File: config.mk
export PLATFORM = sky130hd
export DESIGN_NAME = fifo_word_serializer
export DESIGN_NICKNAME = d
export VERILOG_FILES = /design/src/rtl/fifo_ser_pkg.sv /design/src/rtl/fifo_word_serializer.sv
export SDC_FILE = /design/constraint.sdc
export NUM_CORES = 1
export LEC_CHECK = 0
export CELL_PAD_IN_SITES_DETAIL_PLACEMENT = 1
export CELL_PAD_IN_SITES_GLOBAL_PLACEMENT = 1
export CORE_ASPECT_RATIO = 2
export CORE_MARGIN = 5
export CORE_UTILIZATION = 35
export DETAILED_ROUTE_END_ITERATION = 8
export PLACE_DENSITY = 0.81
export SYNTH_ARGS = -nofsm -noshare
export SYNTH_HDL_FRONTEND = slang
export SYNTH_SLANG_ARGS = --single-unit
File: constraint.sdc
create_clock -name CLK -period 1.84 [get_ports CLK]
set_input_delay 0.184 -clock CLK [delete_from_list [all_inputs] [get_ports CLK]]
set_output_delay 0.184 -clock CLK [all_outputs]
set_load 0.05 [all_outputs]
File: src/rtl/fifo_ser_pkg.sv
// Shared types and default widths for the FIFO word serializer.
package fifo_ser_pkg;

    typedef enum logic {
        IDLE = 1'b0,
        SEND = 1'b1
    } ser_state_t;

    localparam int SER_DATA_WIDTH = 64;
    localparam int SER_BEAT_WIDTH = 16;

endpackage

File: src/rtl/fifo_word_serializer.sv
// Dequeues one DATA_WIDTH word from the upstream FIFO and emits it as BEATS narrow beats.
// Define FIFO_WORD_SERIALIZER_MSB_FIRST_EN to emit the most-significant beat first.
module fifo_word_serializer
    import fifo_ser_pkg::*;
#(
    parameter int DATA_WIDTH = SER_DATA_WIDTH,
    parameter int BEAT_WIDTH = SER_BEAT_WIDTH
) (
    input  logic                  CLK,
    input  logic                  nRST,
    input  logic [DATA_WIDTH-1:0] in_first,
    input  logic                  in_first__RDY,
    input  logic                  in_deq__RDY,
    output logic                  in_deq__ENA,
    input  logic                  out_enq__RDY,
    output logic                  out_enq__ENA,
    output logic [BEAT_WIDTH-1:0] out_enq_v,
    output logic                  out_enq_last
);

    localparam int BEATS = DATA_WIDTH / BEAT_WIDTH;
    // A one-beat word still needs a 1-bit counter to keep the declarations legal.
    localparam int CNT_W = (BEATS > 1) ? $clog2(BEATS) : 1;
    localparam logic [CNT_W-1:0] CNT_LAST = CNT_W'(BEATS - 1);

    ser_state_t            state, state_nxt;
    logic [CNT_W-1:0]      cnt, cnt_nxt;
    logic [DATA_WIDTH-1:0] shreg, shreg_nxt;
    logic                  fire, fire_last, load;

    // NOTE: sequential state uses non-blocking assignments so every register samples pre-edge values.
    always_ff @(posedge CLK or negedge nRST) begin
        if (!nRST) begin
            state <= IDLE;
            cnt   <= '0;
            shreg <= '0;
        end else begin
            state <= state_nxt;
            cnt   <= cnt_nxt;
            shreg <= shreg_nxt;
        end
    end

    // NOTE: every combinational output gets a default first, so no path can infer a latch.
    always_comb begin
        state_nxt = state;
        cnt_nxt   = cnt;
        shreg_nxt = shreg;
        if (load) begin
            // Covers both the first word and the zero-bubble reload on the last beat.
            shreg_nxt = in_first;
            cnt_nxt   = '0;
            state_nxt = SEND;
        end else if (fire_last) begin
            cnt_nxt   = '0;
            state_nxt = IDLE;
        end else if (fire) begin
`ifdef FIFO_WORD_SERIALIZER_MSB_FIRST_EN
            shreg_nxt = shreg << BEAT_WIDTH;
`else
            shreg_nxt = shreg >> BEAT_WIDTH;
`endif
            cnt_nxt   = cnt + CNT_W'(1);
        end
    end

    always_comb begin
        fire      = nRST && (state == SEND) && out_enq__RDY;
        fire_last = fire && (cnt == CNT_LAST);
        load      = nRST && in_first__RDY && in_deq__RDY && ((state == IDLE) || fire_last);

        in_deq__ENA  = load;
        out_enq__ENA = fire;
        out_enq_last = fire_last;
`ifdef FIFO_WORD_SERIALIZER_MSB_FIRST_EN
        out_enq_v    = shreg[DATA_WIDTH-1 -: BEAT_WIDTH];
`else
        out_enq_v    = shreg[BEAT_WIDTH-1:0];
`endif
    end

endmodule

==> impl_metrics.json <==
{
  "yosysWarnings": 0,
  "final_cells": 531,
  "firstDrtPassIters": 4,
  "cts.clk_slew.worst_paths_ns": 0.05,
  "synthTopCellsByArea": "dfrtp_1, a31oi_1, nand3_1",
  "muxShareOfSynthArea_pct": 0,
  "critical_path_class": "reg2out",
  "peakVddDrop_uv": 579,
  "reg2reg_from": "cnt[0]",
  "finalSetupTns_ns": 0,
  "status": "finished with violations",
  "max_freq_mhz": 560,
  "maxCapViolations": 0,
  "worst_slew_pin_slew_ns": 0.577,
  "port_buffers": 87,
  "synth_xor_area_share_pct": 0,
  "overflow": 0,
  "core-area_um2": 9260,
  "worstSetupStartpoint": "cnt[0]",
  "drive_above_1_share_pct": 13.3,
  "cts_tree": "done",
  "nNetsFinal": 493,
  "top_level_ports": 88,
  "vias": 3081,
  "synth_compound_gate_area_share_pct": 22.4,
  "violations": "negative hold slack",
  "gp_congestion": 0.789,
  "crit_fanout": 12,
  "hpwl_mm": 7.25,
  "h-tree-depth": 3,
  "postSynthAreaPerCell_um2": 9.38,
  "cts_root_buffer": "clkbuf_16",
  "synth-simple-area-share_pct": 16.3,
  "initialDrtViolationCount": 188,
  "startpoint_type": "flop",
  "cp-end-kind": "output pin",
  "ys_seq_elements": 67,
  "seq_area_frac_synth_pct": 51.2,
  "finClkSkew_ns": 0.00568,
  "slew_violations": 0,
  "worst_hold_slack_ns": -0.0317,
  "grt_pass1_wl_mm": 16.7,
  "cts_made_buffers": 9,
  "p_leak_nw": 1.86,
  "drc": 0,
  "clk_latency_ns": 0.33,
  "cp.required_ns": 1.66,
  "synth-edff-count": 0,
  "timing.slew.headroom_pct": 61.6,
  "period_share_pct": 97.0,
  "netlist_top_cells_count": "dfrtp_1, nand3_1, a31oi_1, nor3_1, o21ai_0",
  "synth.top_cell.area_share_pct": 51.2,
  "syn_nets": 419,
  "place_area_um2": 4280,
  "ys_types": 23,
  "yosysMostFrequentCell": "dfrtp_1",
  "synth_top_family_by_area": "compound AO/OA/AOI/OAI gates",
  "synth_largest_area_cell": "dfrtp_1",
  "setup_violations": 0,
  "placed_cells": 510,
  "synthAdderAreaFrac_pct": 0.382,
  "clock-sinks": 67,
  "n_antenna_cell": 0,
  "p_per_area_nw_per_um2": 1410,
  "track_usage_pct": 18.5,
  "hold_violations": 45,
  "die_h_um": 147,
  "worstPathArrival_ns": 1.60,
  "synthCells": 349,
  "synth_area_um2": 3270,
  "drt.antenna.violating_nets": 0,
  "wl_mm": 10.3,
  "die_area_um2": 11500,
  "syn_to_final_growth_pct": 41.3,
  "cts_buffer_depth": 2,
  "post-route-cell-area_um2": 4620,
  "period_minus_slack_ns": 1.78,
  "synth_async_sr_flop_share_pct": 100,
  "antenna_found_initial": 0,
  "num_rows": 50,
  "routedWlPerCell_um": 19.5,
  "vias_per_cell": 5.80,
  "grt_max_degree": 52,
  "start_util_pct": 35.3,
  "synth_ff_type": "dfrtp_1",
  "die-width_um": 78.4,
  "hold_path_class": "in2async",
  "grt_pass1_vias": 3381
}
## logic make-up (layout without fill, tap and decap cells)
kind of cell / count (synthesis) / count (layout)
AND/OR/NAND/NOR: 107 / 107
AO/OA/AOI/OAI: 118 / 118
flip-flops: 67 / 67
adder cells (fa/ha/maj): 1 / 1
buffers and inverters: 56 / 134
## placed cells by master, fill, tap and decap left out, types with 2 or more instances in the layout
master	synthesis	final
nor3_1	48	48
a21boi_4	0	2
nand3_2	0	2
nand3_1	51	49
nand2_1	5	5
a21oi_1	2	2
clkinv_2	0	2
a31oi_1	48	48
clkbuf_8	0	3
dfrtp_1	67	67
clkbuf_16	0	9
o21ai_0	48	48
buf_4	18	24
clkdlybuf4s50_1	0	83
buf_12	0	9
a22o_1	16	16
## path summary, 6_finish.rpt
path | slack (ns) | to | cells after the start
min in group CLK | 0.36 | cnt[1] | 5
worst max register to register | 0.21 | shreg[48] | 6
worst min register to register | 0.50 | shreg[62] | 1
worst min-delay path | -0.03 | state | 2
max in group asynchronous | 1.20 | shreg[3] | 3
worst max-delay path | 0.06 | in_deq__ENA | 5
## where the power goes
| part | leakage (nW) | total [mW] | switching [mW] | internal (mW) |
|---|---|---|---|---|
| combinational | 0.836 | 2.63 | 1.59 | 1.04 |
| sequential | 0.878 | 2.30 | 0.300 | 2.00 |
| clock | 0.141 | 1.60 | 0.591 | 1.01 |
| total | 1.86 | 6.53 | 2.48 | 4.05 |
## per-layer routing
| metal | GRT usage [%] | wire length, um | up-vias | share of wire, % |
|---|---|---|---|---|
| met2 | 33.9 | 5690 | 90 | 55 |
| met1 | 20.0 | 3910 | 1530 | 38 |
| met4 | 9.54 | 328 | 0 | 3.2 |
| met3 | 2.76 | 397 | 23 | 3.8 |
| li1 | - | - | 1438 | - |
| met5 | 0 | 0 | - | 0 |
## state kept, by name, indices dropped and copies added, names as in the netlist
name   count
shreg     64
cnt        2
state      1
## area by class of cell
| class | count | area, um2 |
|---|---|---|
| Clock inverter | 2 | 10.0 |
| Sequential cell | 67 | 1680 |
| Multi-Input combinational cell | 226 | 1320 |
| Timing Repair Buffer | 117 | 1200 |
| Inverter | 2 | 15.0 |
| Tap cell | 104 | 130 |
| Fill cell | 1042 | 4630 |
| Clock buffer | 13 | 270 |
## stage by stage
step	setup slack [ns]	power (mW)	utilization, %
after floorplan	0.145	4.06	-
after global placement	0.111	4.75	46.2
after detailed placement	0.0479	4.89	46.2
after CTS	0.0198	6.57	49.6
after global routing	-0.00371	6.85	49.9
final	0.0554	6.53	49.9
## worst max-delay path, cell delays in order, from the launching register on
cell and delay, ns:
dfrtp_1 0.39, ha_4 0.20, a21boi_4 0.06, or2_2 0.35
inv_8 0.12, buf_12 0.14
## what timing repair did
action / 4_1_cts / 5_1_grt
buffers inserted: 1 / 4
cloned: 0 / 0
hold endpoints to repair: 22 / 0
endpoints found under the setup margin: 1 / 1
hold buffers: 1 / 0
resized for setup: 4 / 0
Note: power is estimated with default switching activity, not from simulation.
==> RTL change 1, RTL diff (same settings) <==
Change the package constant `SER_BEAT_WIDTH` from 16 to 32.
--- a/src/rtl/fifo_ser_pkg.sv
+++ b/src/rtl/fifo_ser_pkg.sv
@@ -7,7 +7,7 @@
     } ser_state_t;
 
     localparam int SER_DATA_WIDTH = 64;
-    localparam int SER_BEAT_WIDTH = 16;
+    localparam int SER_BEAT_WIDTH = 32;
 
 endpackage
 
Ports: changed (resized out_enq_v); port bits go from 88 to 104. No check against the original RTL was run, so the function may have changed too.
==> RTL change 1 against the unedited design <==
  * The run still ends with hold timing left
  * Highest routed layer unchanged
  * Largest power group unchanged
  * Area after synthesis rose by 5.1%
  * Routed wire length decreased by 22%
  * Synthesized cell count decreased by 19%
  * Sequential cell count decreased by 1
  * Critical path type is now reg2reg
  * Die area increased by 4.6%
  * Worst setup slack improved by 0.029 ns
  * Register-to-register slack got worse by 0.13 ns
  * Largest cell class unchanged
  * Final area rose by 3.2%
  * Total power rose by 20%
==> RTL change 1: results (changes against the unedited design) <==
stage,metric,value,unit,change
outcome,status,finished with violations,,
outcome,failing checks,hold timing,,
worst_setup_path,"setup slack, reg-to-reg",0.08,ns,-0.13 ns
worst_setup_path,worst r2r src,cnt,,
finish,non-clk buf share,25.0,%,-0.97 points
finish,layout cells sized above 1,25.7,%,+12 points
power,Peak VDD IR,0.000834,V,+44%
worst_setup_path,kind of critical path,reg2reg,,
timing,skew final,0.00497,ns,-0.000708 ns
place,Placed Cells,484,,-5.1%
worst_setup_path,end of the critical path,shreg[13],,
timing,Hold WS,-0.0150,ns,+0.0167 ns
worst_setup_path,slowest cell delay on critical path,0.43,ns,+0.04 ns
synthesis,Synth top cells by count,"66 x dfrtp_1, 39 x mux2_2, 36 x buf_4, 35 x nand2_1",,
synthesis,mux share of post-synthesis cell area,33.0,%,+33 points
finish,ClkCell Share,6.66,%,+0.60 points
finish,Sequential cell area,0.00165,mm2,-1.5%
finish,filler instances,1046,,+0.38%
worst_setup_path,crit path max fanout,34,,+22
place,DP HPWL,6.07,mm,-16%
synthesis,Seq cells post-synth,66,,-1.5%
synthesis,Syn Nets,352,,-16%
place,GPL Wtd Cong,0.713,,-9.6%
die,tap cell count,132,,+27%
finish,multi-input logic area,0.00133,mm2,+0.38%
synthesis,compound-cell area share of the yosys netlist,0.146,%,-22 points
finish,bufs w/o clock,116,,-0.85%
finish,multi-input combinational cell count,139,,-38%
global_routing,largest net degree at the start of global routing,44,,-15%
synthesis,area share of fa/ha/maj cells after synthesis,0,%,-0.38 points
place,Place WS,-0.0809,ns,-0.129 ns
finish,clock buffer count,15,,+2
place,placed cell area,0.00445,mm2,+3.9%
finish,Non-CTS inverters,32,,+30
timing,Max Fclk,570,MHz,+1.6%
timing,worst-margin pin slew,0.549,ns,-0.0278 ns
synthesis,register area share after synthesis,48.0,%,-3.2 points
power,LEAKAGE,2.24,nW,+21%
global_routing,GR Util met1,14.3,%,-5.7 points
finish,Largest regs,"shreg: 64 flops, cnt: 1 flops, state: 1 flops",,
detailed_routing,post-DR wirelength/cell,16.1,um,-17%
timing,final hold vios,19,,-58%
-- RTL change 1: cell count changes in the layout (fill, tap and decap cells not counted), moves of 3 or more --
cell	unedited run	this run
a31oi_1	48	0
nor3_1	48	0
o21ai_0	48	0
nand3_1	49	2
mux2_2	0	39
inv_1	0	32
mux2i_1	0	32
nand2_1	5	35
mux2_4	0	25
a22o_1	16	0
clkdlybuf4s50_1	83	99
buf_4	24	9
buf_12	9	6
-- RTL change 1: report_power, final --
part           total [mW]  leakage, nW  switching [mW]  internal, mW
registers            2.52        0.842           0.401          2.12
clock network        1.78        0.156           0.583          1.20
logic                3.53         1.24            1.89          1.64
-- RTL change 1: worst max-delay path: cells and delay by family (launching register included) --
family	cells	cell delay, ns
muxes	2	0.58
DFF	1	0.43
buffers and inverters	1	0.27
and+or+nand+nor	1	0.34
==> RTL change 2, RTL diff (same settings) <==
Made on the original files. Reset style: synchronous (`nRST`), changed in one clocked block.
--- a/src/rtl/fifo_word_serializer.sv
+++ b/src/rtl/fifo_word_serializer.sv
@@ -29,7 +29,7 @@
     logic                  fire, fire_last, load;
 
     // NOTE: sequential state uses non-blocking assignments so every register samples pre-edge values.
-    always_ff @(posedge CLK or negedge nRST) begin
+    always_ff @(posedge CLK) begin
         if (!nRST) begin
             state <= IDLE;
             cnt   <= '0;
Check against the original RTL: differs if nRST is asserted again (counterexample within 4 cycles, from zero or initial values and one cycle with nRST low); with nRST held inactive, the same outputs for 10 cycles.
==> RTL change 2 against the unedited design <==
  * First-iteration DRC count grew 28%
  * Routed wire length shrank 4.4%
  * Global-route usage down 0.97 points
  * Worst setup slack better by 0.062 ns
  * Count of clock-buffer cells in the layout unchanged
  * Area after synthesis fell by 2.8%
  * Sequential cell count stayed put
  * Final area decreased by 7.2%
  * Critical endpoint unchanged
  * Largest cell class is now multi-input gates
Power is not compared: it rests on default switching activity, and its combinational part moved more than twofold at a synthesized area within 25%.
==> RTL change 2: results (changes against the unedited design) <==
stage,metric,value,unit,change
worst_setup_path,worst r2r src,cnt[0],,
synthesis,ys flop type,dfxtp_1,,
synthesis,register area share after synthesis,42.2,%,-9.1 points
finish,filler instances,1049,,+0.67%
timing,skew final,0.00354,ns,-0.00214 ns
worst_setup_path,worst reg2reg endpoint,shreg[53],,
power,Peak VDD IR,0.000451,V,
worst_hold_path,Hold Path Class,in2reg,,
outcome,status,"finished, final reports clean",,
detailed_routing,routed wl met3,412,um,+3.8%
place,GPL Wtd Cong,0.814,,+3.2%
detailed_routing,first-pass detailed-route iteration total,4,,unchanged
worst_hold_path,hold endpoint,cnt[1],,
global_routing,first-pass GRT wire length,15.7,mm,-6.1%
power,LEAKAGE,1.45,nW,
worst_setup_path,slowest cell delay on critical path,0.33,ns,-0.06 ns
place,port bufs,87,,unchanged
timing,Slew HR,55.8,%,-5.7 points
worst_hold_path,Hold Startpoint,nRST,,
cts,PostCTS Resize Cnt,0,,-4
worst_setup_path,Reg2Reg Depth,5,,-1
cts,clock tree root buffer cell,clkbuf_16,,
global_routing,largest net degree at the start of global routing,66,,+27%
power,Flop pwr share,42.1,%,
place,DP HPWL,7.01,mm,-3.4%
finish,Largest regs,"shreg: 64 flops, cnt: 2 flops, state: 1 flops",,
global_routing,All-Layer GR Usage,17.5,%,-0.97 points
cts,Num CTS Buffers,9,,unchanged
detailed_routing,WL final,9.88,mm,-4.4%
synthesis,ys async rst share,0,%,-100 points
synthesis,Syn Nets,453,,+8.1%
synthesis,mux share of post-synthesis cell area,0.669,%,+0.67 points
worst_setup_path,crit path max fanout,6,,-6
detailed_routing,Via-to-Cell Ratio,5.66,,-2.5%
global_routing,vias in the first global route,3206,,-5.2%
detailed_routing,Top Layer Used,met4,,
finish,Final nets,505,,+2.4%
place,Place WS,0.0817,ns,+0.0338 ns
detailed_routing,wl on met1,3.84,mm,-1.9%
finish,layout cells sized above 1,7.97,%,-5.4 points
worst_setup_path,crit path DAT,1.54,ns,-0.06 ns
detailed_routing,met2 wire len,5.41,mm,-4.8%
cts,clk_lat worst skew,0.33,ns,about the same
synthesis,Synth top cells by count,"97 x nand2_1, 67 x dfxtp_1, 48 x a31oi_1, 48 x o31ai_1",,
detailed_routing,1st-iter DRT viols,240,,+28%
cts,clock buffer depth,2,,unchanged
cts,H-Tree Depth,3,,unchanged
power,sw frac,24.7,%,
worst_setup_path,"setup slack, reg-to-reg",0.25,ns,+0.04 ns
synthesis,yosys synthesis warning count,0,,unchanged
global_routing,initial antenna violation count,0,,unchanged
timing,Setup-failing EPs final,0,,unchanged
synthesis,area share of fa/ha/maj cells after synthesis,0.394,%,+0.011 points
worst_hold_path,hold path depth,2,,
cts,Post-CTS Setup Inserts,0,,-1
synthesis,compound-cell area share of the yosys netlist,29.1,%,+6.7 points
finish,ant diodes,0,,unchanged
worst_setup_path,"Slowest-stage cell, CP",dfxtp_1,,
cts,Clock transition at path regs,0.05,ns,about the same
synthesis,cells taking the most area after synthesis,"dfxtp_1 42%, nand2_1 11%, o31ai_1 11%, a31oi_1 9.4%, buf_4 5.4%",,
==> RTL change 2: cell count changes in the layout (fill, tap and decap cells not counted), moves of 17 or more <==
cell	unedited run	this run
buf_4	24	7
a21boi_1	0	17
nand3_1	49	17
dfxtp_1	0	67
o21ai_0	48	0
nand2_1	5	96
dfrtp_1	67	0
nor3_1	48	0
o31ai_1	0	48
==> RTL change 2: worst max-delay path: cells and delay by family, from the launching register on <==
kind / cells / cell delay (ns)
AO/OA/AOI/OAI: 1 / 0.23
AND/OR/NAND/NOR: 1 / 0.16
buffers and inverters: 2 / 0.25
adder cells (fa/ha/maj): 1 / 0.24
flip-flops: 1 / 0.33
==> RTL change 2: worst max path at each step <==
stage	start	end	slack, ns	depth (start not counted)
after global placement	out_enq__RDY	cnt[1]	0.18	4
after global routing	cnt[0]	in_deq__ENA	0.03	5
after CTS	cnt[0]	in_deq__ENA	0.02	5
after detailed placement	out_enq__RDY	cnt[1]	0.08	4
final	cnt[0]	in_deq__ENA	0.12	5
after floorplan	cnt[0]	in_deq__ENA	0.28	6
==> RTL change 2: cell families after synthesis <==
group,after synthesis
AOI/OAI and AO/OA,131
and+or+nand+nor,123
DFF,67
buffers and inverters,59
muxes,2
adders and majority gates,1
==> RTL change 2: metal layers <==
metal	vias to the layer above	global-route usage, %
li1	1481	-
met1	1486	18.5
met2	79	33.0
met3	14	3.72
met4	0	7.16
met5	-	0
==> RTL change 2: layout make-up <==
class,instances,area [um2],share of cell area [%]
sequential,67,1340,31.3
inverter,1,3.75,0.0875
clock buffer,13,270,6.30
clock inverter,2,10.0,0.233
timing repair buffer,99,1050,24.4
tap,102,128,2.97
multi-input combinational,257,1490,34.7
==> RTL change 2: power by group through the flow <==
stage / Sequential [mW] / Combinational [mW] / Clock (mW)
detailed placement: 1.59 / 0.550 / 0
CTS: 1.56 / 0.553 / 1.63
floorplan: 1.57 / 0.319 / 0
global placement: 1.59 / 0.538 / 0
global route: 1.56 / 0.587 / 1.70
finish: 1.56 / 0.550 / 1.60
==> RTL change 2: through the flow <==
step | power, mW | area [um2] | hold WS [ns] | cells
2_1_floorplan | 1.89 | 3180 | 0.331 | 383
3_3_place_gp | 2.12 | 4010 | 0.462 | 526
3_5_place_dp | 2.14 | 4010 | 0.465 | 526
4_1_cts | 3.74 | 4290 | 0.181 | 541
5_1_grt | 3.85 | 4290 | 0.201 | 541
6_report | 3.71 | 4290 | 0.191 | 541
